## src/rtl/sigmoid_lut_reader_if.sv

```systemverilog
// Read port between the sigmoid LUT reader (master) and the lookup BRAM (slave).
// Data buses carry one DATA_W element per lane.
interface sigmoid_lut_reader_if #(
  parameter int A_WID           = 15,
  parameter int SYS_ARRAY_WIDTH = 15,
  parameter int DATA_W          = 16
);
  logic                                     mem_en_o;
  logic                                     mem_we_o;
  logic                                     mem_rst_o;
  logic [A_WID-1:0]                         mem_addr_o;
  logic [SYS_ARRAY_WIDTH-1:0][DATA_W-1:0]   mem_di_o;
  logic [SYS_ARRAY_WIDTH-1:0][DATA_W-1:0]   mem_dout_i;

  modport master (
    output mem_en_o, mem_we_o, mem_rst_o, mem_addr_o, mem_di_o,
    input  mem_dout_i
  );

  modport slave (
    input  mem_en_o, mem_we_o, mem_rst_o, mem_addr_o, mem_di_o,
    output mem_dout_i
  );
endinterface

```

## src/rtl/sigmoid_lut_reader.sv

```systemverilog
// Serialises a vector of pre-activations into sigmoid LUT reads, one per lane,
// and reassembles the registered BRAM results into an activated output vector.
module sigmoid_lut_reader #(
  parameter int A_WID           = 15,
  parameter int SYS_ARRAY_WIDTH = 15,
  parameter int DATA_W          = 16
) (
  input  logic                                   clk_i,
  input  logic                                   reset_ni,
  input  logic                                   in_valid_i,
  output logic                                   in_ready_o,
  input  logic [SYS_ARRAY_WIDTH-1:0][DATA_W-1:0] in_data_i,
  output logic                                   out_valid_o,
  input  logic                                   out_ready_i,
  output logic [SYS_ARRAY_WIDTH-1:0][DATA_W-1:0] out_data_o,
  sigmoid_lut_reader_if.master                   mem
);
  localparam int N     = SYS_ARRAY_WIDTH;
  localparam int CNT_W = (N > 1) ? $clog2(N) : 1;
  localparam logic [CNT_W-1:0] CNT_LAST = CNT_W'(N - 1);

  typedef enum logic [1:0] {
    ST_IDLE  = 2'd0,
    ST_ISSUE = 2'd1,
    ST_DRAIN = 2'd2,
    ST_HOLD  = 2'd3
  } state_e;

  state_e                   state_r, state_nxt_s;
  logic [CNT_W-1:0]         cnt_r, cnt_nxt_s;
  logic [N-1:0][DATA_W-1:0] in_buf_r;
  logic                     load_s;
  logic                     mem_en_r, mem_en_nxt_s;
  logic [A_WID-1:0]         mem_addr_r, mem_addr_nxt_s;
  logic                     out_valid_r, out_valid_nxt_s;
  logic                     pend_r;
  logic [CNT_W-1:0]         pend_idx_r;
  logic [N-1:0][DATA_W-1:0] out_data_r;

  // Offset-binary of a signed element, truncated to the top A_WID bits.
  function automatic logic [A_WID-1:0] lut_addr(input logic [DATA_W-1:0] x);
    logic [DATA_W-1:0] biased;
    biased = x ^ {1'b1, {(DATA_W-1){1'b0}}};
    return A_WID'(biased >> (DATA_W - A_WID));
  endfunction

  // Next-state and next-register values for the read sequencer.
  always_comb begin
    state_nxt_s     = state_r;
    cnt_nxt_s       = cnt_r;
    load_s          = 1'b0;
    mem_en_nxt_s    = 1'b0;
    mem_addr_nxt_s  = {A_WID{1'b0}};
    out_valid_nxt_s = out_valid_r;
    case (state_r)
      ST_IDLE: begin
        if (in_valid_i) begin
          load_s         = 1'b1;
          cnt_nxt_s      = {CNT_W{1'b0}};
          state_nxt_s    = ST_ISSUE;
          mem_en_nxt_s   = 1'b1;
          mem_addr_nxt_s = lut_addr(in_data_i[0]);
        end else begin
          state_nxt_s = ST_IDLE;
        end
      end
      ST_ISSUE: begin
        if (cnt_r == CNT_LAST) begin
          state_nxt_s = ST_DRAIN;
        end else begin
          cnt_nxt_s      = cnt_r + CNT_W'(1);
          mem_en_nxt_s   = 1'b1;
          mem_addr_nxt_s = lut_addr(in_buf_r[cnt_r + CNT_W'(1)]);
        end
      end
      ST_DRAIN: begin
        state_nxt_s     = ST_HOLD;
        out_valid_nxt_s = 1'b1;
      end
      ST_HOLD: begin
        if (out_ready_i) begin
          state_nxt_s     = ST_IDLE;
          out_valid_nxt_s = 1'b0;
        end else begin
          out_valid_nxt_s = 1'b1;
        end
      end
      default: begin
        state_nxt_s     = ST_IDLE;
        out_valid_nxt_s = 1'b0;
      end
    endcase
  end

  // State register.
  always_ff @(posedge clk_i or negedge reset_ni) begin
    if (!reset_ni) begin
      state_r <= ST_IDLE;
    end else begin
      state_r <= state_nxt_s;
    end
  end

  // Input capture, element counter, BRAM request and read-pending tracking.
  always_ff @(posedge clk_i or negedge reset_ni) begin
    if (!reset_ni) begin
      cnt_r      <= {CNT_W{1'b0}};
      in_buf_r   <= {(N*DATA_W){1'b0}};
      mem_en_r   <= 1'b0;
      mem_addr_r <= {A_WID{1'b0}};
      pend_r     <= 1'b0;
      pend_idx_r <= {CNT_W{1'b0}};
    end else begin
      cnt_r      <= cnt_nxt_s;
      if (load_s) begin
        in_buf_r <= in_data_i;
      end
      mem_en_r   <= mem_en_nxt_s;
      mem_addr_r <= mem_addr_nxt_s;
      pend_r     <= (state_r == ST_ISSUE);
      pend_idx_r <= cnt_r;
    end
  end

  // Result assembly: a read issued last cycle lands in its own lane now.
  always_ff @(posedge clk_i or negedge reset_ni) begin
    if (!reset_ni) begin
      out_valid_r <= 1'b0;
      out_data_r  <= {(N*DATA_W){1'b0}};
    end else begin
      out_valid_r <= out_valid_nxt_s;
      if (pend_r) begin
        out_data_r[pend_idx_r] <= mem.mem_dout_i[pend_idx_r];
      end
    end
  end

  assign in_ready_o     = reset_ni & (state_r == ST_IDLE);
  assign out_valid_o    = out_valid_r;
  assign out_data_o     = out_data_r;
  assign mem.mem_en_o   = mem_en_r;
  assign mem.mem_addr_o = mem_addr_r;
  assign mem.mem_we_o   = 1'b0;
  assign mem.mem_rst_o  = 1'b0;
  assign mem.mem_di_o   = {(N*DATA_W){1'b0}};
endmodule

```

## src/flat_wrapper.sv

```systemverilog
// flat-port wrapper written by rule: the top's interface ports become plain ports
module sigmoid_lut_reader_flat 
#(
  parameter int A_WID           = 15,
  parameter int SYS_ARRAY_WIDTH = 15,
  parameter int DATA_W          = 16
)
  (clk_i, reset_ni, in_valid_i, in_ready_o, in_data_i, out_valid_o, out_ready_i, out_data_o, mem_mem_en_o, mem_mem_we_o, mem_mem_rst_o, mem_mem_addr_o, mem_mem_di_o, mem_mem_dout_i);
  sigmoid_lut_reader_if #(.A_WID(A_WID), .SYS_ARRAY_WIDTH(SYS_ARRAY_WIDTH), .DATA_W(DATA_W)) mem_i ();
  input  logic clk_i;
  input  logic reset_ni;
  input  logic in_valid_i;
  output logic in_ready_o;
  input  logic [SYS_ARRAY_WIDTH-1:0][DATA_W-1:0] in_data_i;
  output logic out_valid_o;
  input  logic out_ready_i;
  output logic [SYS_ARRAY_WIDTH-1:0][DATA_W-1:0] out_data_o;
  output wire logic [$bits(mem_i.mem_en_o)-1:0] mem_mem_en_o;
  output wire logic [$bits(mem_i.mem_we_o)-1:0] mem_mem_we_o;
  output wire logic [$bits(mem_i.mem_rst_o)-1:0] mem_mem_rst_o;
  output wire logic [$bits(mem_i.mem_addr_o)-1:0] mem_mem_addr_o;
  output wire logic [$bits(mem_i.mem_di_o)-1:0] mem_mem_di_o;
  input wire logic [$bits(mem_i.mem_dout_i)-1:0] mem_mem_dout_i;
  assign mem_mem_en_o = mem_i.mem_en_o;
  assign mem_mem_we_o = mem_i.mem_we_o;
  assign mem_mem_rst_o = mem_i.mem_rst_o;
  assign mem_mem_addr_o = mem_i.mem_addr_o;
  assign mem_mem_di_o = mem_i.mem_di_o;
  assign mem_i.mem_dout_i = mem_mem_dout_i;
  sigmoid_lut_reader #(.A_WID(A_WID), .SYS_ARRAY_WIDTH(SYS_ARRAY_WIDTH), .DATA_W(DATA_W)) u_core (.clk_i(clk_i), .reset_ni(reset_ni), .in_valid_i(in_valid_i), .in_ready_o(in_ready_o), .in_data_i(in_data_i), .out_valid_o(out_valid_o), .out_ready_i(out_ready_i), .out_data_o(out_data_o), .mem(mem_i));
endmodule
```

## config.mk

```make
export PLATFORM = sky130hd
export DESIGN_NAME = sigmoid_lut_reader_flat
export DESIGN_NICKNAME = d
export VERILOG_FILES = /design/src/rtl/sigmoid_lut_reader_if.sv /design/src/rtl/sigmoid_lut_reader.sv /design/src/flat_wrapper.sv
export SDC_FILE = /design/constraint.sdc
export NUM_CORES = 1
export LEC_CHECK = 0
export ABC_AREA = 0
export CAP_MARGIN = 20
export CORE_AREA = 10 10 372 374
export CTS_CLUSTER_DIAMETER = 150
export DETAILED_ROUTE_END_ITERATION = 10
export DIE_AREA = 0 0 382 384
export SETUP_SLACK_MARGIN = 0.5
export SLEW_MARGIN = 40
export SYNTH_ARGS = -nofsm -noshare
export SYNTH_HDL_FRONTEND = slang
export SYNTH_SLANG_ARGS = --single-unit
```

## constraint.sdc

```tcl
create_clock -name clk_i -period 2.56 [get_ports clk_i]
set_input_delay 0.512 -clock clk_i [delete_from_list [all_inputs] [get_ports clk_i]]
set_output_delay 0.512 -clock clk_i [all_outputs]
set_load 0.005 [all_outputs]
```

==> impl_summary.log <==
[metrics] Die ar.: 147000 um^2
[metrics] combinational share of power: 45.6%
[metrics] fraction of power spent switching nets: 38.0%
[metrics] distinct cell type count of the synthesized netlist: 53
[metrics] Syn Area/Cell: 10.2 um^2
[metrics] Max Clk Rate: 444 MHz
[metrics] DR vias: 19200
[metrics] Post-Route Setup TNS: 0 ps
[metrics] half-perimeter wire length of the detailed placement result: 86500 um
[metrics] pin count of the biggest net entering global routing: 126
[metrics] Final Max Tran Viols: 0
[metrics] GRT Residual Overflow: 0
[metrics] class of the worst hold path: primary input to flip-flop
[metrics] final net count: 3575
[metrics] Initial DRT Pass Iterations: 5
[metrics] type of destination of the critical path: flip-flop
[metrics] most frequent cell after synthesis: sky130_fd_sc_hd__nand2_1
[metrics] total count of hold-check failures in the final report: 0
[metrics] total power after layout: 43200 uW
[metrics] clock share of power: 23.0%
[metrics] Cells after Synth: 2305
[metrics] floorplan die width: 382 um
[metrics] static leakage: 0.0164 uW
[metrics] internal power summed over all cells: 26800 uW
[metrics] area of the mapped netlist: 23500 um^2
[metrics] first-pass GRT wire length: 153000 um
[metrics] total core area: 131000 um^2
[metrics] via count of the first global-routing pass: 20000
[metrics] Data required, critical path: 3070 ps
[metrics] clock tree from TritonCTS: yes
[metrics] number of top-level pins: 984
[metrics] Yosys warning count: 0
[metrics] Die Y: 384 um
[metrics] H-Tree Level Count: 3
[metrics] Area contributors post-synth: sky130_fd_sc_hd__dfrtp_1, sky130_fd_sc_hd__nand2_1, sky130_fd_sc_hd__buf_4, sky130_fd_sc_hd__mux4_2, sky130_fd_sc_hd__mux2_2
[metrics] Setup Skew: 22.3 ps
[metrics] clock sink count: 493
[metrics] total clock buffers created by CTS: 66
[metrics] count of antenna-violating nets left after detailed routing: 0
[metrics] starting density of the core: 18.0%
[metrics] ranking of synthesized cells by instance count: sky130_fd_sc_hd__nand2_1, sky130_fd_sc_hd__dfrtp_1, sky130_fd_sc_hd__buf_4
[metrics] later-pin clock latency in the skew report: 660 ps
[metrics] Yosys reg bits: 493
[metrics] CTS Buffer Depth: 3
[metrics] number of enable-type register cells in the synthesized netlist: 0
[metrics] # rows: 133
[metrics] startpoint kind of the worst setup timing path: flip-flop
[metrics] highest metal used: met5
[metrics] portion of the post-synthesis area used by sequential elements: 52.4%
[metrics] proportion of power drawn by flip-flops and latches: 31.4%
[metrics] worst slew margin relative to its limit: 62.3%
[metrics] Max Cap Viol: 0
[metrics] routed wire length on met2: 53700 um
[metrics] routed len/inst: 22.5 um
[metrics] Post-synth top flop: sky130_fd_sc_hd__dfrtp_1
[metrics] fraction of registers with async set or reset after synthesis: 100%
[metrics] wire length on met1: 42300 um
[metrics] antenna violations before repair: 35
[metrics] highest ir drop seen on vdd: 0.000626 V
[metrics] area added between synthesis and finish: 49.4%
[metrics] net switching power of the design: 16400 uW
[metrics] setup repair after global routing missed its margin: true
[metrics] arrival time reported for the critical path endpoint: 2760 ps
[metrics] fin util: 26.9%
[metrics] count of unresolved DRC violations after routing: 0
[metrics] Total Wirelength: 110000 um
[metrics] Yosys top cell by area: sky130_fd_sc_hd__dfrtp_1
[metrics] starting DRC count in detailed routing: 1115
[metrics] Layout fillers: 13900
[metrics] Final Critical Period: 2250 ps
[metrics] Period Utilization, post-route: 87.9%
[metrics] root buf cell: sky130_fd_sc_hd__clkbuf_16
[metrics] area share of the largest cell type after synthesis: 52.4%
[metrics] status: finished clean
[metrics] Port Buf Inserts: 726
[metrics] detailed-routed wire length on met3: 10600 um
[metrics] worst slew pin tran: 566 ps
[metrics] Clk pin slew, worst setup/hold paths: 60 ps
[metrics] setup violation total in the final timing report: 0
[metrics] RePlAce Congestion: 0.875
[metrics] Pwr Density: 1230 nW/um^2
[metrics] vias per cell: 3.92
[metrics] crit path max fanout: 6
[metrics] category of the critical setup timing path: flip-flop to flip-flop
[metrics] fraction of layout instances using a drive strength above 1: 13.9%
[metrics] GRT Util Overall: 14.3%
==> state kept, by name, summed over array words and instances (netlist names) <==
name and cells:
u_core.state_r 2, u_core.out_valid_o 1, u_core.cnt_r 4, u_core.mem.mem_addr_o 15
u_core.in_buf_r 225, u_core.pend_r 1, u_core.out_data_o 240, u_core.pend_idx_r 4
u_core.mem.mem_en_o 1
==> path summary, 6_finish.rpt <==
kind / start / end / slack, ps / cells after the start
min: in_data_i[182] / u_core.in_buf_r[182] / 390 / 3
max reg2reg: u_core.cnt_r[0] / u_core.mem.mem_addr_o[1] / 310 / 8
min in group asynchronous: reset_ni / u_core.in_buf_r[104] / 650 / 3
min reg2reg: u_core.out_data_o[10] / u_core.out_data_o[10] / 470 / 1
max in group asynchronous: reset_ni / u_core.in_buf_r[170] / 700 / 5
max: u_core.cnt_r[0] / u_core.mem.mem_addr_o[1] / 310 / 8
==> layout by cell type, fill, tap and decap left out, types with 9 or more instances in the layout <==
cell type                         instances
sky130_fd_sc_hd__mux4_2                  77
sky130_fd_sc_hd__nand4_1                 16
sky130_fd_sc_hd__a21o_1                  16
sky130_fd_sc_hd__nand2_1                915
sky130_fd_sc_hd__dlygate4sd2_1          241
sky130_fd_sc_hd__clkdlybuf4s50_1        467
sky130_fd_sc_hd__clkdlybuf4s15_2          9
sky130_fd_sc_hd__nand4b_1                32
sky130_fd_sc_hd__o21ai_1                 22
sky130_fd_sc_hd__clkbuf_8                13
sky130_fd_sc_hd__buf_12                  23
sky130_fd_sc_hd__mux2_2                  45
sky130_fd_sc_hd__mux2i_1                 29
sky130_fd_sc_hd__clkbuf_16               68
sky130_fd_sc_hd__diode_2                 11
sky130_fd_sc_hd__a221o_1                 14
sky130_fd_sc_hd__o211ai_1                44
sky130_fd_sc_hd__dfrtp_1                488
sky130_fd_sc_hd__conb_1                 242
sky130_fd_sc_hd__o21ai_0                106
sky130_fd_sc_hd__buf_4                   86
sky130_fd_sc_hd__nor4bb_1                16
sky130_fd_sc_hd__mux2_4                  34
==> worst max-delay path, stage by stage, from the launching register on <==
cell and delay, ps:
sky130_fd_sc_hd__dfrtp_4 440, sky130_fd_sc_hd__inv_4 40, sky130_fd_sc_hd__ha_4 360, sky130_fd_sc_hd__buf_12 150, sky130_fd_sc_hd__mux2_4 310, sky130_fd_sc_hd__a221o_1 290, sky130_fd_sc_hd__o211ai_1 170, sky130_fd_sc_hd__buf_4 250
sky130_fd_sc_hd__o211ai_1 100
==> power by group through the flow <==
stage                     Combinational, uW  Clock (uW)  Sequential, uW
final                                 19700        9960           13600
after global routing                  21300       10600           14000
after CTS                             19700       10300           13600
after detailed placement              19600           0           13800
after global placement                19300           0           13800
after floorplan                        9950           0           13100
==> metrics by stage <==
| stage | hold slack (ps) | cells | worst slack, ps | cell area [um^2] |
|---|---|---|---|---|
| 2_1_floorplan | 216 | 2546 | 287 | 24500 |
| 3_3_place_gp | 382 | 4733 | 244 | 32500 |
| 3_5_place_dp | 378 | 4733 | 211 | 32500 |
| 4_1_cts | 319 | 4876 | 230 | 35000 |
| 5_1_grt | 358 | 4892 | 293 | 35100 |
| 6_report | 392 | 4899 | 309 | 35200 |
==> logic make-up after synthesis <==
logic type,share of synthesized area [%]
AO/OA/AOI/OAI,5.80
XOR/XNOR,0.112
adder cells (fa/ha/maj),0.319
buffers and inverters,10.8
flip-flops,52.4
multiplexers,12.7
other,0.0159
AND/OR/NAND/NOR,17.8
==> area by class of cell <==
cell class | instances | area, um^2 | share of cell area [%]
diodes | 11 | 27.5 | 0.0783
clock inverters | 30 | 472 | 1.34
inverters | 4 | 17.5 | 0.0498
flip-flops and latches | 493 | 12400 | 35.1
well taps | 1755 | 2200 | 6.24
clock buffers | 86 | 1880 | 5.34
repair buffers | 854 | 8500 | 24.2
multi-input cells | 1666 | 9730 | 27.7
==> layer usage <==
| layer | vias up | GRT usage, % |
|---|---|---|
| met5 | - | 0 |
| met4 | 28 | 4.68 |
| met3 | 167 | 5.58 |
| met2 | 751 | 24.1 |
| met1 | 9492 | 16.5 |
| li1 | 8783 | - |
==> timing repair <==
item	in CTS	in global routing
setup buffers	20	10
hold buffers	2	0
cloned	5	1
gates resized for setup	305	13
endpoints found under the setup margin	386	108
endpoints found under the hold margin	59	0
pin swaps	24	5
Note: power is estimated with default switching activity, not from simulation.
